<file path="src/rtl/vga_bounce_box.sv">
// Pixel colour source for the VGA sync stage: a square sprite that bounces around the active area.
// Define VGA_BOUNCE_BORDER_EN to draw a white one-pixel frame around the active area.
module vga_bounce_box #(
  parameter int          H_ACTIVE  = 800,
  parameter int          V_ACTIVE  = 600,
  parameter int          BOX_SIZE  = 32,
  parameter logic [23:0] BOX_COLOR = 24'hFF4000,
  parameter logic [23:0] BG_COLOR  = 24'h000040
) (
  input  logic        CLOCK_50,
  input  logic        rst,
  input  logic [11:0] Hpos,
  input  logic [11:0] Vpos,
  input  logic        pause,
  input  logic [1:0]  step_sel,
  output logic [7:0]  R,
  output logic [7:0]  G,
  output logic [7:0]  B,
  output logic [11:0] box_x,
  output logic [11:0] box_y,
  output logic        frame_tick,
  output logic        corner_hit,
  output logic [15:0] bounce_count
);

  typedef enum logic {DIR_FWD, DIR_BACK} dir_t;

  localparam logic [11:0] H_END = 12'(H_ACTIVE);
  localparam logic [11:0] V_END = 12'(V_ACTIVE);
  localparam logic [11:0] X_MAX = 12'(H_ACTIVE - BOX_SIZE);
  localparam logic [11:0] Y_MAX = 12'(V_ACTIVE - BOX_SIZE);
  localparam logic [12:0] SIZE13 = 13'(BOX_SIZE);

  dir_t        dir_x, dir_y;
  dir_t        next_dir_x, next_dir_y;
  logic [11:0] next_x, next_y;
  logic        x_bounce, y_bounce;
  logic [12:0] step;
  logic [12:0] x13, y13, h13, v13;
  logic        do_update;

  assign x13 = {1'b0, box_x};
  assign y13 = {1'b0, box_y};
  assign h13 = {1'b0, Hpos};
  assign v13 = {1'b0, Vpos};
  assign do_update = frame_tick && !pause;

  always_comb begin
    step = 13'd1;
    case (step_sel)
      2'd0: step = 13'd1;
      2'd1: step = 13'd2;
      2'd2: step = 13'd4;
      2'd3: step = 13'd8;
      default: step = 13'd1;
    endcase
  end

  // Both axes use 13-bit sums so box+step can never wrap past the limit
  always_comb begin
    next_x     = box_x;
    next_dir_x = dir_x;
    x_bounce   = 1'b0;
    if (dir_x == DIR_FWD) begin
      if (x13 + step >= {1'b0, X_MAX}) begin
        next_x     = X_MAX;
        next_dir_x = DIR_BACK;
        x_bounce   = 1'b1;
      end else begin
        next_x = box_x + step[11:0];
      end
    end else begin
      if (x13 <= step) begin
        next_x     = '0;
        next_dir_x = DIR_FWD;
        x_bounce   = 1'b1;
      end else begin
        next_x = box_x - step[11:0];
      end
    end
  end

  always_comb begin
    next_y     = box_y;
    next_dir_y = dir_y;
    y_bounce   = 1'b0;
    if (dir_y == DIR_FWD) begin
      if (y13 + step >= {1'b0, Y_MAX}) begin
        next_y     = Y_MAX;
        next_dir_y = DIR_BACK;
        y_bounce   = 1'b1;
      end else begin
        next_y = box_y + step[11:0];
      end
    end else begin
      if (y13 <= step) begin
        next_y     = '0;
        next_dir_y = DIR_FWD;
        y_bounce   = 1'b1;
      end else begin
        next_y = box_y - step[11:0];
      end
    end
  end

  always_ff @(posedge CLOCK_50) begin
    if (rst) begin
      box_x        <= '0;
      box_y        <= '0;
      dir_x        <= DIR_FWD;
      dir_y        <= DIR_FWD;
      frame_tick   <= 1'b0;
      corner_hit   <= 1'b0;
      bounce_count <= '0;
    end else begin
      frame_tick <= (Hpos == H_END) && (Vpos == V_END);
      corner_hit <= 1'b0;
      if (do_update) begin
        box_x      <= next_x;
        box_y      <= next_y;
        dir_x      <= next_dir_x;
        dir_y      <= next_dir_y;
        corner_hit <= x_bounce && y_bounce;
        if ((x_bounce || y_bounce) && (bounce_count != 16'hFFFF))
          bounce_count <= bounce_count + 16'd1;
      end
    end
  end

  logic sprite_hit;
  logic on_border;
  logic [23:0] rgb;

  assign sprite_hit = (h13 >= x13) && (h13 < x13 + SIZE13) &&
                      (v13 >= y13) && (v13 < y13 + SIZE13);

`ifdef VGA_BOUNCE_BORDER_EN
  assign on_border = (Hpos < H_END) && (Vpos < V_END) &&
                     ((Hpos == 12'd0) || (Hpos == H_END - 12'd1) ||
                      (Vpos == 12'd0) || (Vpos == V_END - 12'd1));
`else
  assign on_border = 1'b0;
`endif

  always_comb begin
    rgb = BG_COLOR;
    if (sprite_hit) rgb = BOX_COLOR;
    if (on_border)  rgb = 24'hFFFFFF;
  end

  assign R = rgb[23:16];
  assign G = rgb[15:8];
  assign B = rgb[7:0];

endmodule

</file>
<file path="config.mk">
export PLATFORM = sky130hd
export DESIGN_NAME = vga_bounce_box
export DESIGN_NICKNAME = d
export VERILOG_FILES = /design/src/rtl/vga_bounce_box.sv
export SDC_FILE = /design/constraint.sdc
export NUM_CORES = 1
export LEC_CHECK = 0
export ABC_AREA = 1
export CAP_MARGIN = 20
export CORE_UTILIZATION = 25
export DETAILED_ROUTE_END_ITERATION = 10
export PLACE_DENSITY = 0.52
export SYNTH_ARGS = -nofsm -noshare
export SYNTH_HDL_FRONTEND = slang
export SYNTH_SLANG_ARGS = --single-unit
</file>
<file path="constraint.sdc">
create_clock -name CLOCK_50 -period 7.66 [get_ports CLOCK_50]
set_input_delay 1.532 -clock CLOCK_50 [delete_from_list [all_inputs] [get_ports CLOCK_50]]
set_output_delay 1.532 -clock CLOCK_50 [all_outputs]
set_load 0.02 [all_outputs]
</file>
# [After elaboration in Yosys (flattened, before gate mapping)]
# Index checks and enable logic that the tools add are counted.
[word_totals] register_bits=44 latch_bits=0 ramBits=0 mem_bits_ro=0 input_bits=29 out_inout_bits=66 word_cells=61 mem_count=0
[classes] n_addsub=9 mul=0 div=0 order_cmp=8 eq_ne=6 shifts=0 n_mux=18 bitwise=1 reduce_logical=12
[op_table] operator="$mux W12" count=6
[op_table] operator="$pmux W13 S4" count=1
[op_table] operator="$add A12 B13 Y13" count=2
[op_table] operator="$add A12 B6 Y13 const B" count=2
[op_table] operator="$ge A13 B10 Y1 const B" count=2
[op_table] operator="$le A12 B13 Y1" count=2
[op_table] operator="$lt A12 B13 Y1" count=2
[op_table] operator="$add A12 B12 Y12" count=2
[op_table] operator="$eq A12 B10 Y1 const B" count=2
[op_table] operator="$ge A12 B12 Y1" count=2
[op_table] operator="$mux W24" count=1
[op_table] operator="$sub A12 B12 Y12" count=2
[op_table] operator="$add A16 B1 Y16 const B" count=1
[op_table] operator="$ne A16 B16 Y1 const B" count=1
[op_table] operator="$mux W1" count=10
[op_table] operator="$logic_and A1 B1 Y1" count=7
[op_table] operator="$eq A2 B2 Y1 const B" count=2
[op_table] operator="$eq A2 B1 Y1 const B" count=1
[op_table] operator="$logic_not A2 Y1" count=1
[op_table] operator="$reduce_and A2 Y1" count=1
[op_table] operator="$reduce_or A2 Y1" count=1
[op_table] operator="$logic_not A1 Y1" count=1
[op_table] operator="$logic_or A1 B1 Y1" count=1
[op_table] operator="$not A1 Y1" count=1

# [Logic depth before layout (Yosys ltp)]
# Gate-level depths: netlist (run 1).
[depth] word_depth=9 depth_mapped=22

# [Least setup slack after synthesis (run 1)]
# OpenSTA, ideal clock, no wires.
[synth_timing] kind="input to output" start="in Hpos[3]" end="out G[6]" arrival_time_ps=3294 setup_slack_ps=2834 stages=12 path_buffers=1 cell_sequence="ha_1 nand2_1 o21ai_0 a31oi_1 o21ai_0 nand3_1 nand2_1 nand2_1 nand3_1 nand2_1 nor3_1 buf_4"
[synth_between] elab_chain_len=5 elab_cells_between_ends=6 classes_between="2 x order compare; 1 x mux; 3 x reduce/logical"
[synth_rtl] element="from (decl)" line="12" text="input logic [11:0] Hpos,"
[synth_rtl] element="$lt A12 B13 Y1 or $ge A12 B12 Y1 (tied branches)" line="134" text="assign sprite_hit = (h13 >= x13) && (h13 < x13 + SIZE13) &&"
[synth_rtl] element="$logic_and A1 B1 Y1 (*) (2 in series)" line="134"
[synth_rtl] element="$logic_and A1 B1 Y1 (*)" line="135" text="(v13 >= y13) && (v13 < y13 + SIZE13);"
[synth_rtl] element="net sprite_hit" line="130" text="logic sprite_hit;"
[synth_rtl] element="$mux W24 (*)" line="147" text="if (sprite_hit) rgb = BOX_COLOR;"
[synth_rtl] element="to (decl)" line="17" text="output logic [7:0] G,"
# The timed path passes the listed nets; every way through them passes the cells marked *.

# [Worst setup path in the final report (run 1)]
[layout_timing] start="in Hpos[1]" end="out G[6]"
[layout_between] elab_chain_len=5 elab_cells_between_ends=6 classes_between="2 x order compare; 1 x mux; 3 x reduce/logical"
[layout_rtl] element="$lt A12 B13 Y1 or $ge A12 B12 Y1 (tied branches)" line="134"
[layout_rtl] element="$logic_and A1 B1 Y1 (*) (2 in series)" line="134"
[layout_rtl] element="$logic_and A1 B1 Y1 (*)" line="135"
[layout_rtl] element="$mux W24 (*)" line="147"
# Mark *: on every way between the ends. The rest lies on a longest branch, timed or not.

==> qor.yml, run 1 <==
setup_path:
  reg2reg_slack_ns: 4.56
  crit_type: "in -> out"
  timing.rr.start: "box_y[0]$_SDFFE_PP0P_"
  startpoint: "Hpos[1]"
  cp_max_fo: 9
  r2r_cells: 17
  start_kind: "input pin"
  cp_top_family: "buffers and inverters"
  rr_endpoint: "bounce_count[8]$_SDFFE_PP0P_"
  end_kind: "primary output"
  crit_buf_inv: 2
  cp.arrival_ns: 4.52
  crit_chain: "clkdlybuf4s50_1, ha_1, a21oi_1, o21ai_0, a31oi_1, o21ai_0, nand3_1, nand2_1, nand2_1, nand3_1, nand2_1, nor3_1, clkdlybuf4s50_1"
  path_depth: 13
  required_ns: 6.13
  critical_path.max_stage_delay_ns: 0.74
  cp_slowest_cell: "clkdlybuf4s50_1"
  crit_top_cell: "nand2_1"
clock_network:
  cts_setup_buffers: 0
  cts.clk_slew.worst_paths_ns: 0.07
  cts_tree: "built"
  htree_levels: 2
  cts_resized: 0
  clock_latency_ns: 0.30
  clkSinkCount: 44
  clockBufferDepth: 2
  ctsHoldBuffers: 0
  ctsRootBufferMaster: "clkbuf_16"
  numCtsBuffers: 5
global_route:
  grt_first_pass_wirelength_mm: 24.0
  grt_max_degree: 42
  groute.usage.overall_pct: 14.8
  overflow: 0
  grt_pass1_vias: 4770
  antenna_found_initial: 0
timing:
  rsz0062_at_grt: "false"
  slew_violations: 0
  min_period_over_period_pct: 79.0
  tns_ns: 0
  setup_viol_count_final: 0
  setup_ws_ns: 1.61
  fmax_mhz: 165
  period_needed_ns: 6.05
  slew_headroom_pct: 49.5
  worstMarginPinSlew_ns: 0.752
  finalHoldViolations: 0
  finClkSkew_ns: 0.0124
hold_path:
  worstHoldStart: "dir_y$_SDFFE_PP0P_"
  hold_end: "dir_y$_SDFFE_PP0P_"
  hold_depth: 2
  hold_path.class: "reg -> reg"
cells_and_area:
  fill_cells: 2208
  n_antenna_cell: 0
  nets: 918
  drive_gt1_share_pct: 8.83
  fin_area_sq_um: 6160
  area_growth_pct: 21.9
placement:
  place.gp.congestion: 0.813
  portBuffers: 80
  dpl.hpwl_mm: 11.5
  dpl_cell_area_sq_um: 5960
  pre_cts_ws_ns: 1.61
power_and_ir_drop:
  p_int_uw: 432
  ir_drop_v: 0.0000815
  leakagePower_nw: 2.65
  clkPwrFrac_pct: 44.9
  cellPowerDensity_nw_per_um2: 95.7
  combPwrFrac_pct: 16.4
  power.switching_uw: 158
  netSwitchingFraction_pct: 26.7
  seqPwrFrac_pct: 38.8
yosys:
  async_flop_share_pct: 0
  synth_area_leaders: "dfxtp_1 17%, ha_1 15%, nand2_1 11%"
  ys_seq_area_share_pct: 17.4
  synth-edff-count: 0
  synth_top_flop_cell: "dfxtp_1"
  synth_top_area_share_pct: 17.4
  synth_seq_cells: 44
  yosysUniqueCellTypes: 49
  synth_most_common_cell: "nand2_1"
  yosys-top-cells-count: "152 x nand2_1, 114 x inv_1, 59 x ha_1"
  synthCells: 767
  yosys_warnings: 0
  synth_area_per_cell_sq_um: 6.59
  yosys.area.top_type: "dfxtp_1"
  synth_area_sq_um: 5060
route:
  routed_wl_mm: 14.6
  viasPerCell: 4.53
  drt-initial-drc-count: 185
  firstDrtPassIters: 6
  antenna_left: 0
  wl_per_cell_microns: 13.3
  via_count: 4944
  drc: 0
die:
  die_area_sq_um: 20800
  io_pins: 95
  die_h_microns: 144
  initial_utilization_pct: 25.7
  fp.coreArea_sq_um: 19700
  die_w_microns: 144
  rows: 51
job:
  max-cap-violations: 0
run_status:
  outcome: "completed"
==> flip-flops by register name (all words and copies together), names as in the netlist <==
signal / flops
corner_hit: 1
dir_x: 1
box_x: 12
frame_tick: 1
dir_y: 1
box_y: 12
bounce_count: 16
==> through the flow <==
stage | power [mW] | util (%) | cells | hold slack (ns)
2_1_floorplan | 0.302 | - | 780 | 0.466
3_3_place_gp | 0.330 | 30.3 | 1083 | 0.524
3_5_place_dp | 0.330 | 30.3 | 1083 | 0.524
4_1_cts | 0.603 | 31.2 | 1091 | 0.535
5_1_grt | 0.623 | 31.3 | 1092 | 0.561
6_report | 0.590 | 31.3 | 1092 | 0.533
==> area by class of cell <==
| type | count | area (sq um) | share of cell area, % |
|---|---|---|---|
| timing repair buffer | 84 | 851 | 13.8 |
| tap | 265 | 332 | 5.38 |
| multi-input combinational | 564 | 3440 | 55.9 |
| inverter | 127 | 477 | 7.74 |
| clock buffer | 6 | 139 | 2.25 |
| sequential | 44 | 881 | 14.3 |
| clock inverter | 2 | 38.8 | 0.630 |
==> layer usage <==
| layer | global-route usage, % | up-vias | part of all wire (%) |
|---|---|---|---|
| li1 | - | 2599 | - |
| met1 | 19.3 | 2239 | 48 |
| met2 | 25.3 | 93 | 46 |
| met3 | 2.45 | 13 | 4.5 |
| met4 | 3.38 | 0 | 1.1 |
| met5 | 0 | - | 0 |
==> worst reg2reg max path, cell delays in order (launching register included) <==
cell,delay (ns)
dfxtp_1,0.42
ha_1,0.21
inv_1,0.06
fa_1,0.42
inv_1,0.07
nand2_1,0.09
nand2_1,0.13
nand2_1,0.08
nor2_1,0.12
xor2_1,0.24
nor2_4,0.07
nand3_2,0.12
nand2_2,0.10
nand2_2,0.47
nand3_2,0.21
nand2_1,0.10
inv_1,0.05
nor2_2,0.08
==> layout by cell type, fill, tap and decap left out, types with 2 or more instances in the layout <==
cell             synthesis  final
nor2_2                  13     14
xor2_1                  23     23
a21oi_1                 35     35
a31oi_1                 11     11
nand2_2                  8      8
ha_1                    59     59
conb_1                   1     14
a211oi_1                 6      6
a21oi_2                  2      2
o21a_1                   2      2
nor3_1                  16     16
nand3_2                  5      5
inv_1                  114    114
clkinv_1                 3      3
dfxtp_1                 44     44
nor2_1                  56     55
fa_1                     4      4
nand4_1                 23     23
nand2_1                152    152
nand3_1                 50     50
or2_2                    6      6
o21ai_0                 31     31
nand4_2                  7      7
nor4_1                  10     10
clkbuf_16                0      5
nor2_4                   2      2
nor3_2                   3      3
xnor2_1                  3      3
a221oi_1                 2      2
or2_1                    2      2
buf_4                   28      3
inv_2                   10     10
clkdlybuf4s50_1          0     80
o21ai_1                  4      4
o211ai_1                 3      3
==> power by group through the flow <==
| stage | clock network, mW | logic, mW | registers, mW |
|---|---|---|---|
| after floorplan | 0 | 0.0681 | 0.234 |
| after global placement | 0 | 0.0964 | 0.234 |
| after detailed placement | 0 | 0.0966 | 0.234 |
| after CTS | 0.278 | 0.0970 | 0.228 |
| after global routing | 0.285 | 0.110 | 0.228 |
| final | 0.264 | 0.0965 | 0.229 |
==> cells by family after synthesis <==
logic type	synth area share [%]
compound gates	11.6
xor+xnor	4.50
fa+ha+maj	16.2
buf+inv	15.5
flops	17.4
other cells	0.0742
simple gates	34.7
==> how the worst max path moves through the flow <==
stage,endpoint,slack [ns]
2_1_floorplan,G[6],2.83
3_3_place_gp,R[1],1.73
3_5_place_dp,R[7],1.61
4_1_cts,R[7],1.61
5_1_grt,G[6],1.37
6_report,G[6],1.61
Note: power is estimated with default switching activity, not from simulation.
==> run 2: changes to the inputs <==
- PLACE_DENSITY: 0.52 -> 0.54
- clock period: 7.66 -> 5.37 ns (I/O delays scaled with it)
==> run 2 against run 1 <==
Effect of this change:
- total power increased by 34%
- worst hold slack improved by 0.0014 ns
- die area unchanged
- global-route usage decreased by 0.48 points
- clock power increased by 23%
- final area about the same
- count of clock-buffer cells in the layout increased by 1
==> qor.yml, run 2 (same netlist as run 1, synthesis figures left out) <==
setup_path:
  crit_top_cell: "nand2_1"
  cp_max_fo: 9
  cp_top_family: "buffers and inverters"
  cp_slowest_cell: "clkdlybuf4s50_1"
  crit_chain: "clkdlybuf4s50_1, ha_1, a21oi_1, o21ai_0, a31oi_1, o21ai_0, nand3_1, nand2_1, nand2_1, nand3_1, nand2_1, nor3_1, buf_4, clkdlybuf4s50_1"
  start_kind: "input pin"
  critical_path.max_stage_delay_ns: 0.61
  end_kind: "primary output"
  crit_buf_inv: 3
  cp.arrival_ns: 3.63
  required_ns: 4.30
  crit_type: "in -> out"
route:
  antenna_left: 0
  drt-initial-drc-count: 219
  viasPerCell: 4.51
  drc: 0
  routed_wl_mm: 14.2
  wl_per_cell_microns: 13.0
  firstDrtPassIters: 5
  via_count: 4934
cells_and_area:
  area_growth_pct: 21.8
  n_antenna_cell: 0
  drive_gt1_share_pct: 9.04
  final_cell_mix: "152 x nand2_1, 114 x inv_1, 80 x clkdlybuf4s50_1, 59 x ha_1, 55 x nor2_1"
  nets: 921
  largestRegisters: "bounce_count (16), box_x (12), box_y (12)"
  top_register: "bounce_count"
  largest_reg_flops: 16
  layout_commonest_cell: "nand2_1"
timing:
  finClkSkew_ns: 0.0125
  setup_viol_count_final: 0
  slew_violations: 0
  hold-worst-slack_ns: 0.534
  finalHoldViolations: 0
  period_needed_ns: 4.71
  slew_headroom_pct: 59.8
  tns_ns: 0
  rsz0062_at_grt: "false"
  min_period_over_period_pct: 87.6
  setup_ws_ns: 0.664
  worstMarginPinSlew_ns: 0.601
  fmax_mhz: 213
placement:
  portBuffers: 80
  pre_cts_ws_ns: 0.638
  dpl.hpwl_mm: 11.3
  place.gp.congestion: 0.852
global_route:
  groute.usage.overall_pct: 14.3
  grt_max_degree: 41
  overflow: 0
  grt_first_pass_wirelength_mm: 23.4
  grt_pass1_vias: 4625
  antenna_found_initial: 0
power_and_ir_drop:
  netSwitchingFraction_pct: 27.9
  p_total_uw: 790
  combPwrFrac_pct: 17.4
  power.switching_uw: 221
  cellPowerDensity_nw_per_um2: 128
  ir_drop_v: 0.0000929
  seqPwrFrac_pct: 41.3
  leakagePower_nw: 2.65
  clkPwrFrac_pct: 41.3
  p_int_uw: 569
die:
  io_pins: 95
  rows: 51
  die_area_sq_um: 20800
  initial_utilization_pct: 25.7
  die_w_microns: 144
  die_h_microns: 144
  fp.coreArea_sq_um: 19700
clock_network:
  cts_resized: 0
  ctsHoldBuffers: 0
  clock_latency_ns: 0.30
  numCtsBuffers: 5
  htree_levels: 2
  clockBufferDepth: 2
  cts_setup_buffers: 0
  cts.clk_slew.worst_paths_ns: 0.07
  cts_tree: "built"
  clkSinkCount: 44
  ctsRootBufferMaster: "clkbuf_16"
run_status:
  outcome: "completed"
hold_path:
  hold_path.class: "reg -> reg"
job:
  max-cap-violations: 0
==> run 2: cell types whose count changed in the layout (fill, tap and decap cells not counted) <==
cell        delta
clkinvlp_4     +1
clkbuf_1       +1
bufinv_16      -1
clkinv_4       -1
buf_4          +3
==> run 2: tightest hold or removal path: cells and delay by family (launching register included) <==
family,cells,cell delay (ns)
AND/OR/NAND/NOR,1,0.09
flip-flops,1,0.34
AO/OA/AOI/OAI,1,0.06
==> run 2: final timing paths <==
check / start / to / slack (ns) / cells past startpoint
setup / recovery: Hpos[1] / R[1] / 0.66 / 14
hold / removal: dir_y$_SDFFE_PP0P_ / dir_y$_SDFFE_PP0P_ / 0.53 / 2
setup reg to reg: box_y[0]$_SDFFE_PP0P_ / bounce_count[2]$_SDFFE_PP0P_ / 2.26 / 17
hold reg to reg: dir_y$_SDFFE_PP0P_ / dir_y$_SDFFE_PP0P_ / 0.53 / 2
==> run 2: routing by layer <==
| layer | global-route usage [%] | up-vias | share of wire [%] |
|---|---|---|---|
| li1 | - | 2605 | - |
| met1 | 19.0 | 2243 | 49 |
| met2 | 24.0 | 74 | 46 |
| met3 | 2.42 | 12 | 3.9 |
| met4 | 3.38 | 0 | 1.1 |
| met5 | 0 | - | 0 |
==> run 2: final cells by class <==
type                       count  area, sq um
timing repair buffer          87          873
multi-input combinational    564         3440
clock inverter                 1         7.51
fill                        2223        13500
sequential                    44          881
clock buffer                   7          143
inverter                     127          477
tap                          265          332
==> run 2: metrics by stage <==
step	instance area, sq um	util, %	instances
6_report	6160	31.3	1095
5_1_grt	6160	31.3	1095
4_1_cts	6130	31.2	1094
3_5_place_dp	5980	30.4	1086
3_3_place_gp	5980	30.4	1086
2_1_floorplan	5100	-	780
==> run 2: power by group through the flow <==
| stage | sequential, mW | clock [mW] | combinational, mW |
|---|---|---|---|
| after floorplan | 0.334 | 0 | 0.0971 |
| after global placement | 0.334 | 0 | 0.138 |
| after detailed placement | 0.334 | 0 | 0.138 |
| after CTS | 0.326 | 0.343 | 0.139 |
| after global routing | 0.326 | 0.357 | 0.157 |
| final | 0.326 | 0.326 | 0.138 |
==> run 3: changes to the inputs <==
- CORE_MARGIN: not set -> 2
- SLEW_MARGIN: not set -> 40
==> run 3 against run 2 <==
Effect of this change:
- clock skew fell by 0.00051 ns
- via count shrank 1.1%
- combinational power barely moved
- largest cell class unchanged
- setup slack improved by 0.017 ns
- final cell count up 0.18%
- sequential share of layout area hardly changed
- register-to-register slack worse by 0.02 ns
- count of clock-buffer cells in the layout fell by 1
- critical path depth is the same
- clock power is 16% higher
- non-clock buffer count fell by 3
- global-route usage down 0.31 points
==> qor.yml, run 3 (same netlist as run 1, synthesis figures left out) <==
die:
  die_w_microns: 146
  fp.coreArea_sq_um: 20000
  die_h_microns: 146
  die_area_sq_um: 21400
  io_pins: 95
  rows: 52
  initial_utilization_pct: 25.2
cells_and_area:
  n_antenna_cell: 0
  layout_commonest_cell: "nand2_1"
  final_cell_mix: "152 x nand2_1, 114 x inv_1, 80 x clkdlybuf4s50_1, 59 x ha_1, 55 x nor2_1"
  largest_reg_flops: 16
  nets: 918
  top_register: "bounce_count"
  drive_gt1_share_pct: 8.95
  final_util_pct: 30.7
  largestRegisters: "bounce_count (16), box_x (12), box_y (12)"
  area_growth_pct: 21.6
power_and_ir_drop:
  cellPowerDensity_nw_per_um2: 137
  ir_drop_v: 0.000110
  p_int_uw: 616
  clkPwrFrac_pct: 45.1
  combPwrFrac_pct: 16.2
  power.switching_uw: 226
  seqPwrFrac_pct: 38.7
  netSwitchingFraction_pct: 26.8
  leakagePower_nw: 2.65
timing:
  tns_ns: 0
  worstMarginPinSlew_ns: 0.593
  rsz0062_at_grt: "false"
  finClkSkew_ns: 0.0120
  slew_headroom_pct: 60.3
  min_period_over_period_pct: 87.3
  fmax_mhz: 213
  period_needed_ns: 4.69
  finalHoldViolations: 0
  slew_violations: 0
  setup_viol_count_final: 0
clock_network:
  cts_setup_buffers: 0
  htree_levels: 2
  cts.clk_slew.worst_paths_ns: 0.07
  ctsHoldBuffers: 0
  clock_latency_ns: 0.30
  cts_resized: 0
  cts_tree: "built"
  numCtsBuffers: 5
  clockBufferDepth: 2
  ctsRootBufferMaster: "clkbuf_16"
  clkSinkCount: 44
setup_path:
  timing.rr.start: "box_y[0]$_SDFFE_PP0P_"
  start_kind: "input pin"
  end_kind: "primary output"
  cp.arrival_ns: 3.61
  cp_max_fo: 9
  required_ns: 4.30
  reg2reg_slack_ns: 2.24
  r2r_cells: 17
  crit_type: "in -> out"
  rr_endpoint: "bounce_count[1]$_SDFFE_PP0P_"
placement:
  place.gp.congestion: 0.803
  portBuffers: 80
  dpl.hpwl_mm: 11.4
hold_path:
  hold_path.class: "reg -> reg"
  hold_end: "dir_x$_SDFFE_PP0P_"
  hold_depth: 2
  worstHoldStart: "dir_x$_SDFFE_PP0P_"
global_route:
  grt_first_pass_wirelength_mm: 24.5
  grt_pass1_vias: 4853
  antenna_found_initial: 0
  grt_max_degree: 41
  groute.usage.overall_pct: 14.0
  overflow: 0
run_status:
  outcome: "completed"
route:
  viasPerCell: 4.45
  via_count: 4878
  wl_per_cell_microns: 13.1
  routed_wl_mm: 14.4
  drt-initial-drc-count: 161
  drc: 0
  antenna_left: 0
  firstDrtPassIters: 5
job:
  max-cap-violations: 0
run 3: cell count changes in the layout (fill, tap and decap cells not counted):
cell and change:
buf_4 -2, buf_16 -1, bufinv_16 +1, clkbuf_1 -1, clkinv_4 +1, clkinvlp_4 -1
or3_1 -1, or3_2 +1
run 3: through the flow:
step	setup slack, ns	instance area, sq um	hold WS (ns)	cells	power (mW)
2_1_floorplan	1.46	5100	0.466	780	0.431
3_3_place_gp	0.731	5970	0.529	1089	0.470
3_5_place_dp	0.673	5970	0.517	1089	0.471
4_1_cts	0.658	6150	0.539	1097	0.860
5_1_grt	0.458	6150	0.578	1097	0.892
6_report	0.681	6150	0.539	1097	0.842
run 3: per-layer routing:
layer / vias up / part of all wire, % / global-route usage [%]
li1: 2600 / - / -
met1: 2190 / 49 / 18.4
met2: 77 / 47 / 24.2
met3: 11 / 3.1 / 2.19
met4: 0 / 1.0 / 3.11
met5: - / 0 / 0
run 3: worst max-delay path by stage:
| stage | slack [ns] | start | endpoint | cells after the start |
|---|---|---|---|---|
| 5_1_grt | 0.46 | Hpos[3] | R[2] | 14 |
| 6_report | 0.68 | Hpos[1] | R[2] | 14 |
| 3_5_place_dp | 0.67 | Vpos[6] | R[2] | 11 |
| 2_1_floorplan | 1.46 | Hpos[3] | G[6] | 12 |
| 3_3_place_gp | 0.73 | Vpos[6] | R[1] | 11 |
| 4_1_cts | 0.66 | Vpos[6] | R[2] | 11 |
run 3: worst max-delay path, stage by stage:
cell and delay [ns]:
clkdlybuf4s50_1 0.43, ha_1 0.31, a21oi_1 0.06, o21ai_0 0.21, a31oi_1 0.06, o21ai_0 0.17
nand3_1 0.09, nand2_1 0.07, nand2_1 0.05, nand3_1 0.08, nand2_1 0.07, nor3_1 0.13
buf_4 0.18, clkdlybuf4s50_1 0.61
run 3: power by group through the flow:
| stage | Clock, mW | Sequential [mW] | Combinational [mW] |
|---|---|---|---|
| after floorplan | 0 | 0.334 | 0.0971 |
| after global placement | 0 | 0.334 | 0.136 |
| after detailed placement | 0 | 0.334 | 0.137 |
| after CTS | 0.396 | 0.326 | 0.138 |
| after global routing | 0.410 | 0.326 | 0.156 |
| final | 0.379 | 0.326 | 0.136 |
run 3: layout make-up:
cell class	count	area, sq um
clock buffers	6	139
fillers	2277	13900
clock inverters	2	38.8
inverters	127	477
multi-input cells	564	3440
repair buffers	84	831
flip-flops and latches	44	881
well taps	270	338
